`config.mk`:
```
export PLATFORM = sky130hd
export DESIGN_NAME = buzzer_mixer
export DESIGN_NICKNAME = d
export VERILOG_FILES = /design/src/rtl/buzzer_mixer.sv
export SDC_FILE = /design/constraint.sdc
export NUM_CORES = 1
export LEC_CHECK = 0
export CELL_PAD_IN_SITES_DETAIL_PLACEMENT = 0
export CELL_PAD_IN_SITES_GLOBAL_PLACEMENT = 2
export CORE_ASPECT_RATIO = 1.25
export CORE_UTILIZATION = 25
export CTS_CLUSTER_DIAMETER = 150
export DETAILED_ROUTE_END_ITERATION = 10
export PLACE_DENSITY = 0.54
export SLEW_MARGIN = 20
export SYNTH_ARGS = -nofsm -noshare
export SYNTH_HDL_FRONTEND = slang
export SYNTH_SLANG_ARGS = --single-unit
```
`constraint.sdc`:
```
create_clock -name clk_sys -period 15.6 [get_ports clk_sys]
set_input_delay 1.56 -clock clk_sys [delete_from_list [all_inputs] [get_ports clk_sys]]
set_output_delay 1.56 -clock clk_sys [all_outputs]
set_load 0.03 [all_outputs]
```
`src/rtl/buzzer_mixer.sv`:
```
// -----------------------------------------------------------------------------
// buzzer_mixer
//   N-channel mixer for 1-bit buzzer pins. Each pin is synchronised and its
//   level is smoothed by a first-order IIR that steps towards 0 or CH_FS. The
//   level is scaled by a per-channel volume and added into a saturating sum.
//   The channels share one datapath, one channel per clock, and one sample is
//   produced every CE_DIV clocks.
//
// Ports
//   clk_sys       system clock
//   reset         asynchronous, active-high
//   enable        0 freezes the divider, the FSM, the levels and the outputs
//   mute          1 forces the sample to silence; the levels keep updating
//   buzzer        raw buzzer pins, asynchronous to clk_sys
//   volume        channel i volume = volume[i*VOL_W +: VOL_W]
//   audio_out     current sample, held between sample_valid pulses
//   sample_valid  1-cycle pulse when audio_out updates
//   clip          1-cycle pulse with sample_valid when the sum saturated
// -----------------------------------------------------------------------------
module buzzer_mixer #(
  parameter int               CHANNELS   = 2,
  parameter int               OUT_W      = 16,
  parameter int               VOL_W      = 4,
  parameter int               SHIFT      = 4,
  parameter logic [OUT_W-1:0] CH_FS      = 16'h7FFF,
  parameter int               CE_DIV     = 1024,
  parameter bit               SIGNED_OUT = 1'b0
) (
  input  logic                      clk_sys,
  input  logic                      reset,
  input  logic                      enable,
  input  logic                      mute,
  input  logic [CHANNELS-1:0]       buzzer,
  input  logic [CHANNELS*VOL_W-1:0] volume,
  output logic [OUT_W-1:0]          audio_out,
  output logic                      sample_valid,
  output logic                      clip
);

  localparam int IDX_W  = (CHANNELS > 1) ? $clog2(CHANNELS) : 1;
  localparam int ACC_W  = OUT_W + $clog2(CHANNELS) + 1;
  localparam int DIV_W  = (CE_DIV > 1) ? $clog2(CE_DIV) : 1;
  localparam int PROD_W = OUT_W + VOL_W + 1;

  // Silence code; XOR-ing a result with it turns unsigned into offset binary.
  localparam logic [OUT_W-1:0] SILENCE  = SIGNED_OUT ? {1'b1, {(OUT_W-1){1'b0}}} : '0;
  localparam logic [ACC_W-1:0] FULL     = ACC_W'({OUT_W{1'b1}});
  localparam logic [IDX_W-1:0] LAST_IDX = IDX_W'(CHANNELS - 1);
  localparam logic [DIV_W-1:0] DIV_LAST = DIV_W'(CE_DIV - 1);

  typedef enum logic [1:0] {ST_IDLE, ST_CALC, ST_OUT} state_e;

  state_e                      state_q, state_d;
  logic [CHANNELS-1:0]         meta_q, sync_q;
  logic [CHANNELS-1:0]         bits_q, bits_d;
  logic [CHANNELS*VOL_W-1:0]   vol_q, vol_d;
  logic [DIV_W-1:0]            div_q, div_d;
  logic [IDX_W-1:0]            idx_q, idx_d;
  logic [ACC_W-1:0]            sum_q, sum_d;
  logic [OUT_W-1:0]            level_q [CHANNELS];
  logic [OUT_W-1:0]            audio_q, audio_d;
  logic                        valid_q, valid_d;
  logic                        clip_q, clip_d;
  logic                        level_we;

  logic                        tick;
  logic [OUT_W-1:0]            cur_level, tgt, level_new, res;
  logic signed [OUT_W:0]       diff, step;
  logic [VOL_W-1:0]            vol_ch;
  logic [PROD_W-1:0]           prod, weight;
  logic                        sat;

  assign tick         = enable && (div_q == DIV_LAST);
  assign audio_out    = audio_q;
  assign sample_valid = valid_q;
  assign clip         = clip_q;

  // Two-flop synchroniser for the asynchronous buzzer pins.
  // NOTE: state is written with non-blocking assignments so every flop samples
  // the pre-edge values regardless of statement order.
  always_ff @(posedge clk_sys or posedge reset) begin
    if (reset) begin
      meta_q <= '0;
      sync_q <= '0;
    end else begin
      meta_q <= buzzer;
      sync_q <= meta_q;
    end
  end

  // Shared per-channel datapath for channel idx_q.
  // NOTE: every variable assigned in a combinational block gets a value on
  // every path (defaults first), otherwise a latch is inferred.
  always_comb begin
    cur_level = level_q[idx_q];
    tgt       = bits_q[idx_q] ? CH_FS : '0;
    diff      = $signed({1'b0, tgt}) - $signed({1'b0, cur_level});
    step      = diff >>> SHIFT;
    // A residue below 2^SHIFT would shift to zero; force a unit step so the
    // level lands exactly on the target.
    if (step == '0 && diff != '0) begin
      step = diff[OUT_W] ? '1 : (OUT_W+1)'(1);
    end
    // |step| <= |diff|, so the sum stays within [0, CH_FS] and the low bits
    // of a modular add are exact.
    level_new = cur_level + step[OUT_W-1:0];
    vol_ch    = vol_q[idx_q*VOL_W +: VOL_W];
    prod      = PROD_W'(level_new) * PROD_W'({1'b0, vol_ch} + (VOL_W+1)'(1));
    weight    = (vol_ch == '0) ? '0 : (prod >> VOL_W);
  end

  // Next-state logic and output formation.
  always_comb begin
    state_d  = state_q;
    bits_d   = bits_q;
    vol_d    = vol_q;
    div_d    = div_q;
    idx_d    = idx_q;
    sum_d    = sum_q;
    audio_d  = audio_q;
    valid_d  = 1'b0;
    clip_d   = 1'b0;
    level_we = 1'b0;
    res      = '0;
    sat      = 1'b0;
    if (enable) begin
      div_d = tick ? '0 : div_q + 1'b1;
      unique case (state_q)
        ST_IDLE: begin
          if (tick) begin
            bits_d  = sync_q;
            vol_d   = volume;
            sum_d   = '0;
            idx_d   = '0;
            state_d = ST_CALC;
          end
        end
        ST_CALC: begin
          level_we = 1'b1;
          sum_d    = sum_q + ACC_W'(weight);
          if (idx_q == LAST_IDX) begin
            // The output registers load on the edge into OUT so the new
            // sample and its pulses are visible for the whole OUT cycle.
            if (sum_d > FULL) begin
              res = '1;
              sat = 1'b1;
            end else begin
              res = sum_d[OUT_W-1:0];
            end
            if (mute) begin
              res = '0;
              sat = 1'b0;
            end
            audio_d = res ^ SILENCE;
            valid_d = 1'b1;
            clip_d  = sat;
            state_d = ST_OUT;
          end else begin
            idx_d = idx_q + 1'b1;
          end
        end
        ST_OUT:  state_d = ST_IDLE;
        default: state_d = ST_IDLE;
      endcase
    end
  end

  always_ff @(posedge clk_sys or posedge reset) begin
    if (reset) begin
      state_q <= ST_IDLE;
      bits_q  <= '0;
      vol_q   <= '0;
      div_q   <= '0;
      idx_q   <= '0;
      sum_q   <= '0;
      audio_q <= SILENCE;
      valid_q <= 1'b0;
      clip_q  <= 1'b0;
    end else begin
      state_q <= state_d;
      bits_q  <= bits_d;
      vol_q   <= vol_d;
      div_q   <= div_d;
      idx_q   <= idx_d;
      sum_q   <= sum_d;
      audio_q <= audio_d;
      valid_q <= valid_d;
      clip_q  <= clip_d;
    end
  end

  // NOTE: the level array is a handful of flops whose contents are audible
  // state, so it is reset like any other register rather than left as RAM.
  always_ff @(posedge clk_sys or posedge reset) begin
    if (reset) begin
      for (int i = 0; i < CHANNELS; i++) level_q[i] <= '0;
    end else if (level_we) begin
      level_q[idx_q] <= level_new;
    end
  end

`ifndef SYNTHESIS
  // A tick arriving while a sample is still being computed would be lost.
  a_tick_idle : assert property (@(posedge clk_sys) disable iff (reset)
    tick |-> (state_q == ST_IDLE));
`endif

endmodule

```
==> flow_metrics.env <==
export IMPL_place_port_buffers=31
export IMPL_vias=6430
export IMPL_rows=74
export IMPL_cts_setup_buffers=0
export IMPL_cp_top_family="compound AO/OA/AOI/OAI gates"
export IMPL_fill_cells=3503
export IMPL_fin_nets=1082
export IMPL_synth_edff_count=0
export IMPL_drive_gt1_share_pct=6.31
export IMPL_ys_seq_elements=95
export IMPL_ys_async_sr_fraction_pct=100
export IMPL_hold_slack_ns=0.350
export IMPL_diodes=0
export IMPL_ys_types=60
export IMPL_maxSlewViolCount=0
export IMPL_finalWirelength_mm=21.9
export IMPL_overflow=0
export IMPL_status="complete, no violations"
export IMPL_drtIter0Drc=172
export IMPL_grt_busiest_layer="met2"
export IMPL_drc=0
export IMPL_slew_headroom_pct=32.8
export IMPL_p_switching_mw=0.136
export IMPL_first_pass_iters=4
export IMPL_timing_fmax_ghz=0.0808
export IMPL_critPathLaunchType="flop"
export IMPL_worstReg2RegEnd="audio_out[3]"
export IMPL_leakage_nw=4.55
export IMPL_ios=32
export IMPL_regArea_um2=2380
export IMPL_place_gp_congestion=0.764
export IMPL_cts_made_buffers=9
export IMPL_die_h_um=206
export IMPL_htree_levels=3
export IMPL_cp_startpoint="idx_q"
export IMPL_hp_class="flop to flop"
export IMPL_die_area_um2=34000
export IMPL_clk_pin_slew_ns=0.07
export IMPL_ys_top_cells_by_area="dfrtp_1 29%, ha_1 12%, fa_1 11%"
export IMPL_worst_ir_drop_vdd_mv=0.0478
export IMPL_grtUsageMet3_pct=1.55
export IMPL_die_w_um=165
export IMPL_min_period_ns=12.38
export IMPL_dpl_hpwl_mm=17.2
export IMPL_synth_top_area_share_pct=28.6
export IMPL_cts_root_buffer="clkbuf_16"
export IMPL_clockBufferDepth=2
export IMPL_cpMaxStageDelayCell="dfrtp_1"
export IMPL_grt_pass1_wl_mm=36.9
export IMPL_cp_max_fo=18
export IMPL_avgRoutedWirePerCell_um=16.0
export IMPL_cap_violations=0
export IMPL_yosysSeqAreaShare_pct=28.6
export IMPL_yosysTopAreaCell="dfrtp_1"
export IMPL_finalHoldViolations=0
export IMPL_antenna_found_initial=0
export IMPL_fin_skew_ns=0.0142
export IMPL_powerDensity_nw_per_um2=55.0
export IMPL_via_per_inst=4.70
export IMPL_crit_end="audio_out[3]"
export IMPL_cts_tree="built"
export IMPL_switching_share_pct=26.3
export IMPL_power_internal_mw=0.381
export IMPL_yosysWarnings=0
export IMPL_clk_latency_ns=0.37
export IMPL_timing_rr_start="idx_q"
export IMPL_syn_area_um2=8320
export IMPL_cts_resized=0
export IMPL_crit_arrival_ns=12.68
export IMPL_cp_required_ns=15.90
export IMPL_power_frac_comb_pct=5.3
export IMPL_tightest_slew_ns=1.01
export IMPL_grtUsageMet2_pct=25.8
export IMPL_grt_usage_pct=14.0
export IMPL_drt_antenna_violating_nets=0
export IMPL_worstSetupPathDepth=38
export IMPL_avgSynthCellArea_um2=9.01
export IMPL_start_util_pct=25.5
export IMPL_setup_viol=0
export IMPL_cts_sinks=95
export IMPL_grt_pass1_vias=6848
export IMPL_fin_setup_tns_ns=0
export IMPL_power_frac_clock_pct=43.4
export IMPL_syn_inst=924
export IMPL_critPathKind="flop to flop"
export IMPL_use_met1_pct=16.9
export IMPL_slowest_delay_ns=1.01
export IMPL_cp_num_buf_inv=3
export IMPL_multiInputGateArea_um2=5480
export IMPL_critPathCaptureType="flop"
export IMPL_r2r_cells=38
export IMPL_synthFlopType="dfrtp_1"
export IMPL_syn_nets=1060
export IMPL_grt_setup_unrepaired="false"
export IMPL_grt_max_degree=55
export IMPL_cts_hold_buf=0
export IMPL_min_period_over_period_pct=79.3
export IMPL_syn2layout_area_growth_pct=12.9
export IMPL_regToRegSetupSlack_ns=3.22
export IMPL_seq_power_share_pct=51.3
export IMPL_core_area_um2=32700
## worst min path at each step
stage               slack (ns)        end      start  cells after the start
floorplan                 0.33  sync_q[0]  meta_q[0]                      0
global placement          0.33  sync_q[1]  meta_q[1]                      0
detailed placement        0.34  sync_q[1]  meta_q[1]                      0
CTS                       0.35  sync_q[1]  meta_q[1]                      0
global route              0.36  sync_q[0]  meta_q[0]                      0
finish                    0.35  sync_q[1]  meta_q[1]                      0
## cells in the mapped netlist (20+ instances only)
cell      number
nand2b_1      27
a21oi_1       35
inv_1         90
xnor2_1       36
mux2i_1       20
nand2_1       71
clkbuf_1      25
dfrtp_1       95
ha_1          78
fa_1          44
o21ai_0       65
xor2_1        22
nor2_1        99
## cells by family (layout without fill, tap and decap cells)
| logic type | Yosys count | in the layout | share of synthesized area [%] |
|---|---|---|---|
| adder cells (fa/ha/maj) | 122 | 122 | 22.3 |
| flip-flops | 95 | 95 | 28.6 |
| multiplexers | 33 | 33 | 4.19 |
| buffers and inverters | 120 | 147 | 5.64 |
| AO/OA/AOI/OAI | 214 | 214 | 17.2 |
| XOR/XNOR | 58 | 58 | 6.10 |
| AND/OR/NAND/NOR | 282 | 282 | 16.0 |
## cell usage in the layout (no fill, tap or decap), types with 11 or more instances in the layout
cell,n
a21o_1,17
a21oi_1,35
a221o_1,13
a22o_1,14
a31oi_1,11
clkdlybuf4s50_1,31
dfrtp_1,95
fa_1,44
ha_1,78
inv_1,89
mux2_2,12
mux2i_1,20
nand2_1,70
nand2b_1,27
nand3_1,16
nor2_1,99
nor2b_1,12
nor3_1,15
o21ai_0,65
or2_2,12
xnor2_1,36
xor2_1,22
## layout make-up
cell class                      count  area share [%]
Sequential cell                    95            25.3
Clock buffer                        9            2.40
Tap cell                          418            5.57
Clock inverter                      7           0.706
Multi-Input combinational cell    709            58.3
Inverter                           91            3.66
Timing Repair Buffer               40            4.02
## flip-flops by register name, summed over array words and instances, names as in the netlist
name	flops
level_q	32
sample_valid	1
sync_q	2
idx_q	1
sum_q	18
meta_q	2
div_q	10
clip	1
audio_out	16
vol_q	8
state_q	2
bits_q	2
## through the flow
step	cell area (µm²)	total power, mW	setup slack, ns	std cells	util (%)
after CTS	9390	0.530	2.84	1369	28.7
after global placement	9100	0.298	2.80	1353	27.8
final	9390	0.516	3.22	1369	28.7
after global routing	9390	0.545	2.06	1369	28.7
after floorplan	8320	0.287	4.79	924	-
after detailed placement	9100	0.298	2.86	1353	27.8
## layer usage
metal  wire (µm)  vias up  part of all wire [%]
met1        9680     3134                    44
met2       11600       56                    53
li1            -     3228                     -
met4         239        0                   1.1
met3         337       12                   1.5
met5           0        -                     0
## power groups by stage
stage | combinational [mW] | sequential, mW | clock, mW
2_1_floorplan | 0.0197 | 0.267 | 0
3_3_place_gp | 0.0283 | 0.270 | 0
3_5_place_dp | 0.0281 | 0.270 | 0
4_1_cts | 0.0286 | 0.265 | 0.237
5_1_grt | 0.0322 | 0.266 | 0.246
6_report | 0.0274 | 0.265 | 0.224
No activity file was read; power rests on OpenSTA's default activity.
==> variant, RTL diff (config.mk and constraints unchanged) <==
Take the reset off `sum_q` and load it in a clocked block of its own.
--- a/src/rtl/buzzer_mixer.sv
+++ b/src/rtl/buzzer_mixer.sv
@@ -172,7 +172,6 @@
       vol_q   <= '0;
       div_q   <= '0;
       idx_q   <= '0;
-      sum_q   <= '0;
       audio_q <= SILENCE;
       valid_q <= 1'b0;
       clip_q  <= 1'b0;
@@ -182,11 +181,14 @@
       vol_q   <= vol_d;
       div_q   <= div_d;
       idx_q   <= idx_d;
-      sum_q   <= sum_d;
       audio_q <= audio_d;
       valid_q <= valid_d;
       clip_q  <= clip_d;
     end
+  end
+
+  always_ff @(posedge clk_sys) begin
+    sum_q <= sum_d;
   end
 
   // NOTE: the level array is a handful of flops whose contents are audible
Behaviour: same outputs for any inputs over 10 cycles, from zero or initial values and one cycle with reset high; that may be too few to reach the edited logic, so the function may still have changed.
==> variant against the unedited design <==
  * Synthesized area shrank 0.50%
  * Fmax grew 6.1%
  * Critical path type unchanged
  * Final area grew 0.48%
  * Non-clock buffer count grew 2
  * Global-route usage shrank 0.59 points
  * Sequential cell count is the same
  * Worst setup slack gained 0.71 ns
  * Routed wire length shrank 5.8%
Power is not compared: it rests on default switching activity, and its combinational part moved more than twofold at a synthesized area within 25%.
==> variant: results (changes against the unedited design) <==
worst-path maximum fanout=23 (was 18); Placer Congestion=0.725 (was 0.764); hpwl dp=16.3 mm (was 17.2 mm); clock buffers=11 (was 9); Max transition margin=0.440 (was 0.328); register area share after synthesis=0.298 (was 0.286); crit-path max cell delay=0.56 ns (was 1.01 ns); share of cells above drive strength 1=0.0670 (was 0.0631); DP Worst Slack=3.74 ns (was 2.86 ns); P_clk=0.240 mW; status=finished clean (unchanged); GRT Resource Usage Total=0.134 (was 0.140); Crit path max-delay family=adder cells (was compound AO/OA/AOI/OAI gates); count of multi-input gates=693 (was 709); Syn Area/Cell=9.16 um2 (was 9.01 um2); cts repair resizes=0 (unchanged); FF+latch area=0.00247 mm2 (was 0.00238 mm2); Reg2Reg Depth=42 (was 38); Post-CTS Setup Inserts=0 (unchanged); Placed Instance Area=0.00912 mm2 (was 0.00910 mm2); Area Overhead vs Synth=14.0% (was 12.9%); non-filler cells, final=1359 (was 1369); min-delay src=meta_q[0] (was meta_q[1]); Setup Skew=0.00879 ns (was 0.0142 ns); hold endpoint=sync_q[0] (was sync_q[1]); Diodes inserted=0 (unchanged); count of different cell masters after synthesis=66 (was 60); critical path arrival=11.92 ns (was 12.68 ns); asr flop ratio synth=0.811 (was 1.00); RR Endpoint=audio_out[1] (was audio_out[3]); main area contributors after synthesis=dfrtp_1, ha_1, fa_1, edfxtp_1, nor2_1 (was dfrtp_1, ha_1, fa_1, nor2_1, inv_1); largest net degree at the start of global routing=78 (was 55); count of non-CTS buffers in the layout=42 (was 40); FILL cells=3520 (was 3503); number of flops mapped to enable cells by yosys=18 (was 0); Placed Cells=1343 (was 1353); routed length per instance=15.1 um (was 16.0 um); DR vias/cell=4.54 (was 4.70); slowest cell on the critical path=fa_1 (was dfrtp_1); clk cell area share=0.0334 (was 0.0310); Fin Hold WS=0.350 ns (about the same); Setup crit start=idx_q (unchanged); first-pass GRT wire length=35.2 mm (was 36.9 mm); Syn Nets=1039 (was 1060); Inverters=95 (was 91); FF-to-FF setup slack=3.94 ns (was 3.22 ns); Final #Nets=1071 (was 1082); number of global-route vias before repair=6711 (was 6848); Worst-Skew Late Latency=0.37 ns (about the same); NonClk Buf Share=0.0420 (was 0.0402); drt initial violations=180 (was 172); area of the multi-input gates=0.00538 mm2 (was 0.00548 mm2); Die ar.=0.0339 mm2 (was 0.0340 mm2); Post-synth top cells=nor2_1, inv_1, dfrtp_1, ha_1, nand2_1 (was nor2_1, dfrtp_1, inv_1)
## variant: kinds of logic (layout without fill, tap and decap cells)
logic type | Yosys count | in the layout | synth area share
compound gates | 190 | 190 | 0.160
xor+xnor | 56 | 56 | 0.0601
fa+ha+maj | 121 | 121 | 0.223
buf+inv | 116 | 153 | 0.0527
flops | 95 | 95 | 0.298
mux | 35 | 35 | 0.0447
simple gates | 291 | 291 | 0.162
## variant: worst max-delay path by stage
| stage | cells after the start | slack (ns) | endpoint |
|---|---|---|---|
| after global routing | 42 | 2.79 | audio_out[1] |
| after detailed placement | 44 | 3.74 | audio_out[1] |
| after global placement | 44 | 3.85 | audio_out[1] |
| after floorplan | 42 | 5.09 | audio_out[1] |
| final | 42 | 3.94 | audio_out[1] |
| after CTS | 44 | 3.66 | audio_out[1] |
## variant: per-layer routing
metal,global-route usage,vias to the layer above,share of wire
met2,0.241,40,0.51
met4,0.0413,0,0.014
met3,0.0171,15,0.013
li1,-,3167,-
met5,0,-,0
met1,0.164,2950,0.46
